<file path="config.mk">
export PLATFORM = sky130hd
export DESIGN_NAME = bimodal_predictor
export DESIGN_NICKNAME = d
export VERILOG_FILES = /design/src/rtl/bimodal_predictor.sv
export SDC_FILE = /design/constraint.sdc
export NUM_CORES = 1
export LEC_CHECK = 0
export ABC_CLOCK_PERIOD_IN_PS = 4700
export BUFFER_PORTS_ARGS = -buffer_cell sky130_fd_sc_hd__buf_4
export CORE_MARGIN = 3
export CORE_UTILIZATION = 60
export DETAILED_ROUTE_END_ITERATION = 12
export GPL_TIMING_DRIVEN = 0
export PLACE_DENSITY = 0.86
export SKIP_CTS_REPAIR_TIMING = 1
export SLEW_MARGIN = 40
export SYNTH_ARGS = -nofsm -noshare
export SYNTH_HDL_FRONTEND = slang
export SYNTH_SLANG_ARGS = --single-unit
</file>
<file path="constraint.sdc">
create_clock -name clk -period 4.7 [get_ports clk]
set_input_delay 0.47 -clock clk [delete_from_list [all_inputs] [get_ports clk]]
set_output_delay 0.47 -clock clk [all_outputs]
set_load 0.005 [all_outputs]
</file>
<file path="src/rtl/bimodal_predictor.sv">
// bimodal_predictor: table of saturating branch-direction counters with registered lookup, update bypass and clear sweep
module bimodal_predictor #(
  parameter int INDEX_BITS = 6,
  parameter int CTR_BITS   = 2,
  parameter int INIT_VAL   = 1
) (
  input  logic                  clk,
  input  logic                  rst,
  input  logic                  pred_valid,
  input  logic [INDEX_BITS-1:0] pred_index,
  output logic                  pred_out_valid,
  output logic                  pred_taken,
  output logic [CTR_BITS-1:0]   pred_ctr,
  input  logic                  upd_valid,
  input  logic [INDEX_BITS-1:0] upd_index,
  input  logic                  upd_taken,
  input  logic                  clear,
  output logic                  busy
);
  localparam int DEPTH = 1 << INDEX_BITS;
  localparam logic [CTR_BITS-1:0] INIT = CTR_BITS'(INIT_VAL);
  localparam logic [CTR_BITS-1:0] CTR_MAX = '1;
  localparam logic [INDEX_BITS-1:0] LAST = '1;
  typedef enum logic {IDLE, SWEEP} state_t;
  state_t r_state;
  logic [INDEX_BITS-1:0] r_ptr;
  logic r_busy;
  logic [CTR_BITS-1:0] r_table [DEPTH];
  logic r_pred_out_valid;
  logic [CTR_BITS-1:0] r_pred_ctr;
  logic w_upd_en, w_pred_en;
  logic [CTR_BITS-1:0] w_cur, w_next, w_pred;
  // saturating next value for the update entry; same-index prediction sees it directly
  always_comb begin
    w_upd_en = upd_valid && !r_busy;
    w_pred_en = pred_valid && !r_busy;
    w_cur = r_table[upd_index];
    w_next = upd_taken ? ((w_cur == CTR_MAX) ? w_cur : w_cur + CTR_BITS'(1))
                       : ((w_cur == '0) ? w_cur : w_cur - CTR_BITS'(1));
    w_pred = (w_upd_en && upd_index == pred_index) ? w_next : r_table[pred_index];
  end
  // clear sequencer: one entry re-initialised per cycle, busy mirrors the sweep state
  always_ff @(posedge clk or posedge rst) begin
    if (rst) begin
      r_state <= IDLE;
      r_ptr <= '0;
      r_busy <= 1'b0;
    end else begin
      case (r_state)
        IDLE: begin
          if (clear) begin
            r_state <= SWEEP;
            r_busy <= 1'b1;
          end
        end
        SWEEP: begin
          r_ptr <= r_ptr + INDEX_BITS'(1);
          if (r_ptr == LAST) begin
            r_state <= IDLE;
            r_busy <= 1'b0;
          end
        end
        default: begin
          r_state <= IDLE;
          r_busy <= 1'b0;
        end
      endcase
    end
  end
  // counter storage: sweep writes take the table, updates are dropped meanwhile
  always_ff @(posedge clk or posedge rst) begin
    if (rst) begin
      for (int i = 0; i < DEPTH; i++) r_table[i] <= INIT;
    end else if (r_busy) begin
      r_table[r_ptr] <= INIT;
    end else if (w_upd_en) begin
      r_table[upd_index] <= w_next;
    end
  end
  // registered prediction result; counter value holds between valid results
  always_ff @(posedge clk or posedge rst) begin
    if (rst) begin
      r_pred_out_valid <= 1'b0;
      r_pred_ctr <= '0;
    end else begin
      r_pred_out_valid <= w_pred_en;
      if (w_pred_en) r_pred_ctr <= w_pred;
    end
  end
  assign pred_out_valid = r_pred_out_valid;
  assign pred_ctr = r_pred_ctr;
  assign pred_taken = r_pred_ctr[CTR_BITS-1];
  assign busy = r_busy;
endmodule

</file>
==> Yosys cells after proc, flatten, opt, wreduce, memory -nomap -nowiden <==
Index checks and enable logic that the tools add are counted.
{ "totals": {"inputBits": 18, "mem_count": 0, "ramBits": 0, "out_inout_bits": 5, "mem_bits_ro": 0, "elab_cells": 121, "ff_bits": 139, "latch_bits": 0} }
{ "op_classes": {"add_sub_neg": 3, "n_mul": 0, "n_lt_le_gt_ge": 5, "n_mux": 23, "eq_ne": 5, "n_bitwise": 7, "n_div": 0, "n_reduce_logical": 9, "shifts": 0} }
{ "op_table": {"columns": ["operator", "count"], "rows": [
  ["128-bit two-way mux", 2],
  ["128-bit bitwise mux", 1],
  ["64-bit bitwise AND", 1],
  ["64-bit NOT", 1],
  ["64-bit OR", 1],
  ["2-bit binary-select mux with 6-bit select", 2],
  ["2-bit demux with 6-bit select", 2],
  ["7-bit >= comparator (second input constant)", 3],
  ["6-bit NOT with 7-bit output", 3],
  ["2-bit two-way mux", 10],
  ["7-bit by 1-bit less-than comparator with 1-bit output (second input constant)", 2],
  ["6-bit by 1-bit adder with 6-bit output (second input constant)", 1],
  ["6-bit == test", 1],
  ["6-bit == test (second input constant)", 1],
  ["1-bit logical AND", 5],
  ["1-bit two-way mux", 4],
  ["1-bit one-hot mux with 2 select lines", 2],
  ["2-bit by 1-bit adder with 2-bit output (second input constant)", 1],
  ["2-bit == test (second input constant)", 1],
  ["2-bit logical NOT", 1],
  ["2-bit by 1-bit != test with 1-bit output (second input constant)", 1],
  ["2-bit != test (second input constant)", 1],
  ["2-bit AND reduction", 1],
  ["2-bit nonzero test", 1],
  ["3 further kinds", 3]
]} }

==> Depth between registers and ports, before layout <==
Gate-level depths: netlist (run 1).
{ "logic_depth": {"ltp_word": 10, "mapped_depth": 13, "depth_no_buf": 8} }

==> Worst setup path after synthesis (run 1) <==
Ideal clock, no wire load.
{ "synth_timing": {"path_type": "in2reg", "start": "input port pred_index[0]", "end": "register r_pred_ctr[1] (netlist: pred_ctr[1])", "path_stages": 10, "t_arrival_ps": 2706, "slack_ps": 1861, "path_buffers": 3, "required_time_ps": 4566, "setup_ps": 134, "path_cell_list": "buf_2 -> buf_2 -> buf_2 -> mux4_2 -> mux4_2 -> mux2i_1 -> nor2_1 -> a21oi_1 -> mux2_2 -> a21oi_1"} }
{ "synth_between": {"elab_chain_cells": 5, "elab_cells_between_ends": 7, "classes_between": "eq/ne: 1; mux: 4; bitwise: 1; reduce/logical: 1"} }
{ "synth_lines": {"columns": ["element", "line", "text"], "rows": [
  ["start: declaration", "10", "input logic [INDEX_BITS-1:0] pred_index,"],
  ["6-bit NOT with 7-bit output (implied by the code)", "40", "w_pred = (w_upd_en && upd_index == pred_index) ? w_next : r_table[pred_index];"],
  ["2-bit binary-select mux with 6-bit select", "40", null],
  ["2-bit two-way mux (implied by the code) (2 in series)", "40", null],
  ["2-bit two-way mux *", "40", null],
  ["end signal: assignment", "87", "if (w_pred_en) r_pred_ctr <= w_pred;"],
  ["end: declaration", "30", "logic [CTR_BITS-1:0] r_pred_ctr;"]
]} }
Mark *: on every way between the ends. The rest lies on a longest branch, timed or not. The select of a mux whose other input is x is not followed.
A chain may end at the register's enable or synchronous reset.

==> Worst setup path in the final report (run 1) <==
{ "layout_timing": {"start": "input port upd_index[2]", "end": "register r_table[53] (netlist name)"} }
{ "layout_between": {"elab_chain_cells": 10, "elab_cells_between_ends": 19, "classes_between": "add/sub: 2; order compare: 2; eq/ne: 1; mux: 11; bitwise: 1; reduce/logical: 2"} }
{ "layout_lines": {"columns": ["element", "line", "text"], "rows": [
  ["start: declaration", "15", "input logic [INDEX_BITS-1:0] upd_index,"],
  ["6-bit NOT with 7-bit output (implied by the code) *", "37, 77", null],
  ["2-bit binary-select mux with 6-bit select", "37", "w_cur = r_table[upd_index];"],
  ["2-bit two-way mux (implied by the code) (2 in series)", "37", null],
  ["2-bit by 1-bit subtractor with 2-bit output, or another cell as far along", "39", ": ((w_cur == '0) ? w_cur : w_cur - CTR_BITS'(1));"],
  ["2-bit two-way mux, on equally long branches", "39, 38", null],
  ["2-bit two-way mux", "38", "w_next = upd_taken ? ((w_cur == CTR_MAX) ? w_cur : w_cur + CTR_BITS'(1))"],
  ["128-bit bitwise mux *", "77", "r_table[upd_index] <= w_next;"],
  ["128-bit two-way mux *", "76", "end else if (w_upd_en) begin"],
  ["128-bit two-way mux *", "74", "end else if (r_busy) begin"],
  ["end signal: indexed assignment", "77", null],
  ["end: declaration", "28", "logic [CTR_BITS-1:0] r_table [DEPTH];"]
]} }
Marks and branches as above.

==> impl_table.tex, run 1 <==
\begin{tabular}{lr}
\hline
Metric & Value \\
\hline
\multicolumn{2}{l}{\textbf{Outcome}} \\
Result of the run & finished, final reports clean \\
\multicolumn{2}{l}{\textbf{Setup path}} \\
Data required, critical path & 4.98 ns \\
Type of the worst setup path & in -> reg \\
Critical Path End Type & register \\
Worst path buffer plus inverter count & 3 \\
Stage delay of the slowest cell on the critical path & 0.53 ns \\
Worst setup SP type & input port \\
Start of the worst register-to-register path & r\_table[105] \\
Kind of cell with the highest combined delay on the critical path & simple AND/OR/NAND/NOR gates \\
Cell with the largest stage delay on the worst path & sky130\_fd\_sc\_hd\_\_clkbuf\_1 \\
Maximum fanout encountered on the critical timing path & 10 \\
R2R cell count & 9 \\
Worst endpoint data arrival time & 3.62 ns \\
Register-to-register setup slack & 1.54 ns \\
Most used cell, CP & sky130\_fd\_sc\_hd\_\_buf\_6 \\
Critical Path, Cell by Cell & buf\_6, and2b\_1, and2\_0, a221o\_1, a221oi\_1, and4\_1, maj3\_2, buf\_6, clkbuf\_1, o21ai\_0 \\
End of the worst register-to-register path & r\_table[53] \\
\multicolumn{2}{l}{\textbf{Cells and area}} \\
Antenna fix cells & 0 \\
Leading cell type in the layout, fill and taps excluded & sky130\_fd\_sc\_hd\_\_nand2\_1 \\
Area added between synthesis and finish & 11.2\% \\
Number of standard cells in the final layout excluding fillers & 1087 \\
Nets & 913 \\
Most frequent cells in the layout & 85 x sky130\_fd\_sc\_hd\_\_nand2\_1, 78 x sky130\_fd\_sc\_hd\_\_o21ai\_0, 75 x sky130\_fd\_sc\_hd\_\_dfrtp\_1, 64 x sky130\_fd\_sc\_hd\_\_mux2i\_1, 64 x sky130\_fd\_sc\_hd\_\_dfstp\_2 \\
Layout cell share with drive strength beyond 1 & 26.6\% \\
\multicolumn{2}{l}{\textbf{Drt}} \\
Number of nets with antenna violations after detailed routing & 0 \\
Aggregate routed wire length & 34.5 mm \\
Initial drt markers & 1468 \\
Vias post-DR & 8295 \\
\# DRC & 0 \\
Vias/cell & 7.63 \\
Routed length per placed instance & 31.7 um \\
Router iterations before antenna repair & 9 \\
\multicolumn{2}{l}{\textbf{STA}} \\
Minimum period implied by the final worst setup slack & 3.34 ns \\
Maximum operating frequency & 299 MHz \\
Worst-case setup margin in the final layout & 1.36 ns \\
Total setup violations reported at the end of the flow & 0 \\
Final TNS setup & 0 ns \\
Endpoints failing hold & 0 \\
Max transition margin & 34.1\% \\
Final Hold Slack & 0.0662 ns \\
Share of the clock period used by the worst path after layout & 71.1\% \\
Final-report max-slew violation count & 0 \\
Least-Margin Pin Slew & 0.988 ns \\
RSZ-0062 raised after global routing & false \\
Clk\_skew & 0.0110 ns \\
\multicolumn{2}{l}{\textbf{Pwr}} \\
Leakage dissipation & 0.00367 uW \\
Worst IR Drop VDD & 0.000429 V \\
Power density cells & 539 mW/mm\^{}2 \\
Tot Pwr & 5260 uW \\
\multicolumn{2}{l}{\textbf{Clock tree}} \\
CTS clk-pin slew, worst paths & 0.06 ns \\
Number of buffers added by the clock tree synthesis step & 17 \\
H-tree level count & 4 \\
Clock latency of the later-clocked register in the worst-skew pair & 0.44 ns \\
Cell at the root of the clock tree & sky130\_fd\_sc\_hd\_\_clkbuf\_16 \\
Clock tree from TritonCTS & built \\
Number of sinks handled by clock tree synthesis & 139 \\
Clock tree buffer depth & 2 \\
\multicolumn{2}{l}{\textbf{Yosys}} \\
Post-synthesis cell count & 858 \\
Per-instance average area after synthesis & 10.2 um\^{}2 \\
Ys flop type & sky130\_fd\_sc\_hd\_\_dfrtp\_1 \\
Synth Register Bits & 139 \\
Number of synthesized flops with an enable pin & 0 \\
Share of Yosys cell area claimed by the top area cell type & 21.4\% \\
Portion of the post-synthesis area used by sequential elements & 40.5\% \\
Share of synthesized registers carrying an async set or reset & 100\% \\
Number of distinct standard cells referenced by the synthesized netlist & 62 \\
Post-synth design cell area & 0.00878 mm\^{}2 \\
Yosys warning total & 0 \\
Leading post-synthesis cells by cell area & sky130\_fd\_sc\_hd\_\_dfrtp\_1 21\%, sky130\_fd\_sc\_hd\_\_dfstp\_2 19\%, sky130\_fd\_sc\_hd\_\_mux4\_2 13\% \\
Synthesized net count & 877 \\
Dominant cell type by area after synthesis & sky130\_fd\_sc\_hd\_\_dfrtp\_1 \\
\multicolumn{2}{l}{\textbf{GRT}} \\
Pin count of the biggest net entering global routing & 74 \\
Tot GR Track Use & 43.9\% \\
Global-route wire length before repair & 51.7 mm \\
Number of global-route vias before repair & 8066 \\
Initial antenna violation count & 0 \\
Residual overflow from global routing & 0 \\
\multicolumn{2}{l}{\textbf{Place}} \\
Port-buffer cells & 16 \\
HPWL after detailed placement & 24.3 mm \\
Setup slack at placement & 0.998 ns \\
Placer congestion estimate & 1.08 \\
Number of cells after detailed placement & 1055 \\
\multicolumn{2}{l}{\textbf{Floorplan}} \\
Initial core utilization & 62.3\% \\
Die ar. & 0.0161 mm\^{}2 \\
Std-Cell Rows & 43 \\
Width of the chip & 127 um \\
Boundary Pins & 23 \\
Overall die height & 127 um \\
Area of the core & 0.0141 mm\^{}2 \\
\multicolumn{2}{l}{\textbf{Worst hold path}} \\
Hold WC Path Type & in -> async \\
\multicolumn{2}{l}{\textbf{Job}} \\
Number of maximum-capacitance constraint violations & 0 \\
\hline
\end{tabular}
## final cells by class
class	instances	area [um^2]
Buffer	66	362
Clock buffer	21	483
Clock inverter	11	81.3
Fill cell	1046	4330
Inverter	6	30.0
Multi-Input combinational cell	647	4880
Sequential cell	139	3560
Tap cell	180	225
Timing Repair Buffer	17	148
## state kept, by name, indices dropped and copies added (netlist names)
| name | count |
|---|---|
| busy | 1 |
| pred_ctr | 2 |
| pred_out_valid | 1 |
| r_ptr | 6 |
| r_state | 1 |
| r_table | 128 |
## synth_stat cells, drive strengths merged, types with 3 or more instances
cell     count
and2         6
a21oi       62
nand2       85
nand4        5
a22o         3
a211oi      35
nor2b        9
mux2i       64
nand3b       6
a221oi      17
o22ai        5
nor2        64
or2          3
o31ai        3
a2111oi      3
nor3         9
xor2         4
xnor2        7
nand2b      10
mux4        52
and3         4
and4         3
mux2        14
or3b         4
o21ai       87
a31oi       10
o211ai       9
buf         38
nand3       38
clkbuf      28
dfrtp       75
dfstp       64
inv          5
## how the worst max path moves through the flow
| stage | start | end | slack [ns] | depth (start not counted) |
|---|---|---|---|---|
| global placement | rst | r_table[1] | -0.95 | 2 |
| CTS | upd_index[2] | r_table[17] | 1.46 | 10 |
| global route | upd_index[2] | r_table[61] | 1.29 | 10 |
| finish | upd_index[2] | r_table[53] | 1.36 | 10 |
| detailed placement | upd_index[2] | r_table[17] | 1.0 | 10 |
| floorplan | rst | busy | 0.61 | 1 |
## cell families (layout without fill, tap and decap cells)
group | count (synthesis) | in the layout | share of synthesized area [%]
buffers and inverters | 72 | 121 | 4.27
AND/OR/NAND/NOR | 255 | 255 | 13.7
AO/OA/AOI/OAI | 248 | 248 | 17.6
adder cells (fa/ha/maj) | 3 | 3 | 0.385
multiplexers | 130 | 130 | 22.4
XOR/XNOR | 11 | 11 | 1.10
flip-flops | 139 | 139 | 40.5
## worst reg2reg max path, delay by kind of cell, from the launching register on
kind,cells,cell delay (ns)
simple gates,1,0.30
fa+ha+maj,1,0.23
mux,2,0.74
compound gates,3,0.62
flops,1,0.42
buf+inv,2,0.71
## metal layers
layer / part of all wire (%) / GRT usage, %
met3: 15 / 15.1
met4: 6.9 / 25.0
met1: 37 / 60.1
met5: 0 / 0
met2: 42 / 61.3
## power breakdown
group / internal [uW] / switching, uW / leakage (uW) / total (uW)
clock: 742 / 561 / 0.000271 / 1300
sequential: 1680 / 362 / 0.00159 / 2040
combinational: 699 / 1210 / 0.00181 / 1910
## stage by stage
step	cell area, um^2	util, %
final	9760	69.3
after global routing	9760	69.3
after CTS	9760	69.2
after detailed placement	9200	65.2
after global placement	9130	64.8
after floorplan	8780	-
No activity file was read; power rests on OpenSTA's default activity.
==> run 2, diff against run 1 <==
--- a/config.mk
+++ b/config.mk
@@ -5,10 +5,10 @@
 export SDC_FILE = /design/constraint.sdc
 export NUM_CORES = 1
 export LEC_CHECK = 0
-export ABC_CLOCK_PERIOD_IN_PS = 4700
+export ABC_CLOCK_PERIOD_IN_PS = 3000
 export BUFFER_PORTS_ARGS = -buffer_cell sky130_fd_sc_hd__buf_4
 export CORE_MARGIN = 3
-export CORE_UTILIZATION = 60
+export CORE_UTILIZATION = 57
 export DETAILED_ROUTE_END_ITERATION = 12
 export GPL_TIMING_DRIVEN = 0
 export PLACE_DENSITY = 0.86
==> constraint.sdc (replaced) <==
create_clock -name clk -period 3 [get_ports clk]
set_input_delay 0.3 -clock clk [delete_from_list [all_inputs] [get_ports clk]]
set_output_delay 0.3 -clock clk [all_outputs]
set_load 0.005 [all_outputs]
==> run 2 against run 1 <==
Compared with the run above: the run now ends with setup timing left; sequential share of layout area shrank 0.96 points; final cell count grew 0.92%; combinational power grew 58%; worst hold slack gained 0.0051 ns; critical path depth grew 3; sequential cell count is the same; worst setup slack lost 1.4 ns; largest power group unchanged; highest routed layer unchanged.
==> impl_table.tex, run 2 (synthesis results as in run 1) <==
\begin{tabular}{lr}
\hline
Metric & Value \\
\hline
\multicolumn{2}{l}{\textbf{Place}} \\
Port-buffer cells & 16 (unchanged) \\
HPWL after detailed placement & 23.5 mm (-3.3\%) \\
Placer congestion estimate & 1.10 (+1.8\%) \\
Number of cells after detailed placement & 1064 (+0.85\%) \\
Setup slack at placement & -0.318 ns (-1.32 ns) \\
\multicolumn{2}{l}{\textbf{Cells and area}} \\
Max FFs per register & 128 (unchanged) \\
Leading cell type in the layout, fill and taps excluded & sky130\_fd\_sc\_hd\_\_nand2\_1 \\
Reg with most FFs & r\_table \\
Layout cell share with drive strength beyond 1 & 27.2\% (+0.59 points) \\
Area added between synthesis and finish & 14.2\% \\
Antenna fix cells & 0 (unchanged) \\
Most frequent cells in the layout & 85 x sky130\_fd\_sc\_hd\_\_nand2\_1, 78 x sky130\_fd\_sc\_hd\_\_o21ai\_0, 75 x sky130\_fd\_sc\_hd\_\_dfrtp\_1, 64 x sky130\_fd\_sc\_hd\_\_mux2i\_1, 64 x sky130\_fd\_sc\_hd\_\_dfstp\_2 \\
Number of standard cells in the final layout excluding fillers & 1097 (+0.92\%) \\
Nets & 919 (+0.66\%) \\
\multicolumn{2}{l}{\textbf{Floorplan}} \\
Area of the core & 0.0148 mm\^{}2 (+5.1\%) \\
Overall die height & 130 um (+2.5\%) \\
Boundary Pins & 23 (unchanged) \\
Initial core utilization & 59.3\% (-3.0 points) \\
Std-Cell Rows & 44 (+2.3\%) \\
Width of the chip & 130 um (+2.5\%) \\
Die ar. & 0.0169 mm\^{}2 (+5.0\%) \\
\multicolumn{2}{l}{\textbf{STA}} \\
Worst-case setup margin in the final layout & -0.0218 ns (-1.38 ns) \\
Least-Margin Pin Slew & 0.991 ns (+0.00274 ns) \\
Maximum operating frequency & 331 MHz \\
Clk\_skew & 0.0115 ns (+0.000556 ns) \\
RSZ-0062 raised after global routing & false \\
Total setup violations reported at the end of the flow & 6 (+6) \\
Share of the clock period used by the worst path after layout & 101\% \\
Minimum period implied by the final worst setup slack & 3.02 ns \\
Final-report max-slew violation count & 0 (unchanged) \\
Max transition margin & 33.9\% (-0.18 points) \\
Endpoints failing hold & 0 (unchanged) \\
\multicolumn{2}{l}{\textbf{Setup path}} \\
Cell with the largest stage delay on the worst path & sky130\_fd\_sc\_hd\_\_nor2\_2 \\
Critical Path End Type & register \\
Most used cell, CP & sky130\_fd\_sc\_hd\_\_buf\_6 \\
R2R cell count & 9 (unchanged) \\
Worst path buffer plus inverter count & 5 (+2) \\
Worst endpoint data arrival time & 3.38 ns (-0.24 ns) \\
Stage delay of the slowest cell on the critical path & 0.44 ns (-0.09 ns) \\
Kind of cell with the highest combined delay on the critical path & simple AND/OR/NAND/NOR gates \\
Critical Path, Cell by Cell & buf\_4, buf\_4, buf\_6, nor2\_2, a221oi\_1, o22ai\_1, a221oi\_1, and4\_1, maj3\_2, buf\_6, or3b\_1, buf\_6, o21ai\_2 \\
Maximum fanout encountered on the critical timing path & 10 (unchanged) \\
End of the worst register-to-register path & r\_table[96] \\
Data required, critical path & 3.36 ns (-1.62 ns) \\
Start of the worst register-to-register path & r\_table[50] \\
Worst setup SP type & input port \\
Type of the worst setup path & in -> reg \\
Register-to-register setup slack & 0.06 ns (-1.48 ns) \\
\multicolumn{2}{l}{\textbf{Clock tree}} \\
Cell at the root of the clock tree & sky130\_fd\_sc\_hd\_\_clkbuf\_16 \\
Number of sinks handled by clock tree synthesis & 139 (unchanged) \\
CTS clk-pin slew, worst paths & 0.07 ns (about the same) \\
Number of buffers added by the clock tree synthesis step & 17 (unchanged) \\
Clock tree from TritonCTS & built \\
H-tree level count & 4 (unchanged) \\
Clock latency of the later-clocked register in the worst-skew pair & 0.45 ns (about the same) \\
Clock tree buffer depth & 2 (unchanged) \\
\multicolumn{2}{l}{\textbf{Worst hold path}} \\
Hold worst-path end & r\_state \\
Worst Hold Path Cells & 2 \\
Startpoint of the worst hold path & clear \\
Hold WC Path Type & in -> reg \\
\multicolumn{2}{l}{\textbf{Outcome}} \\
Result of the run & finished, violations left \\
Violations in the final reports & setup timing \\
\multicolumn{2}{l}{\textbf{GRT}} \\
Global-route wire length before repair & 49.8 mm (-3.8\%) \\
Number of global-route vias before repair & 8018 (-0.60\%) \\
Initial antenna violation count & 0 (unchanged) \\
Pin count of the biggest net entering global routing & 25 (-66\%) \\
Residual overflow from global routing & 0 (unchanged) \\
Tot GR Track Use & 40.4\% (-3.6 points) \\
\multicolumn{2}{l}{\textbf{Pwr}} \\
Worst IR Drop VDD & 0.000618 V (+44\%) \\
Power density cells & 860 mW/mm\^{}2 (+60\%) \\
Leakage dissipation & 0.00378 uW (+3.0\%) \\
\multicolumn{2}{l}{\textbf{Drt}} \\
Vias post-DR & 8461 (+2.0\%) \\
\# DRC & 0 (unchanged) \\
Initial drt markers & 1658 (+13\%) \\
Number of nets with antenna violations after detailed routing & 0 (unchanged) \\
Vias/cell & 7.71 (+1.1\%) \\
Routed length per placed instance & 30.5 um (-4.0\%) \\
Aggregate routed wire length & 33.4 mm (-3.1\%) \\
Router iterations before antenna repair & 10 (+1) \\
\multicolumn{2}{l}{\textbf{Job}} \\
Number of maximum-capacitance constraint violations & 0 (unchanged) \\
\hline
\end{tabular}
==> run 2: cell count changes in the layout (fill, tap and decap cells not counted), sizes merged <==
cell / delta
bufinv: +5
buf: +2
clkinvlp: -1
dlygate4sd3: +1
clkinv: +1
inv: -3
clkbuf: +1
==> run 2: area by class of cell <==
type / instances / area (um^2)
multi-input cells: 647 / 4880
fillers: 1082 / 4780
flip-flops and latches: 139 / 3560
clock buffers: 19 / 464
plain buffers: 66 / 364
repair buffers: 23 / 288
well taps: 184 / 230
clock inverters: 13 / 211
inverters: 6 / 26.3
==> run 2: stage by stage <==
stage	hold WS, ns	setup TNS [ns]	instance area, um^2	power, uW	utilization [%]
2_1_floorplan	0.417	0	8790	4830	-
3_3_place_gp	0.506	-13.33	9140	5800	61.7
3_5_place_dp	0.376	-19.20	9320	5950	62.9
4_1_cts	-0.0802	0	10000	8390	67.5
5_1_grt	0.0756	0	10000	8820	67.7
6_report	0.0713	-0.0720	10000	8630	67.7
==> run 2: routing by layer <==
layer  up-vias  part of all wire, %  global-route usage (%)
met5         -                    0                    1.47
met4         0                  7.2                    21.6
met3       240                   17                    18.1
met2       877                   41                    55.5
met1      3989                   35                    53.4
li1       3355                    -                       -
==> run 2: worst max-delay path by stage <==
stage,depth (start not counted),from,slack [ns],endpoint
2_1_floorplan,10,pred_index[0],0.33,pred_ctr[1]
3_3_place_gp,13,upd_index[1],-0.26,r_table[127]
3_5_place_dp,11,upd_index[0],-0.32,r_table[39]
4_1_cts,9,r_table[97],0.07,r_table[61]
5_1_grt,10,pred_index[0],0.03,pred_ctr[1]
6_report,13,upd_index[1],-0.02,r_table[121]
==> run 2: power breakdown <==
group | internal (uW) | switching, uW | leakage [uW]
combinational | 1110 | 1900 | 0.00186
clock | 1550 | 883 | 0.000329
sequential | 2630 | 549 | 0.00159
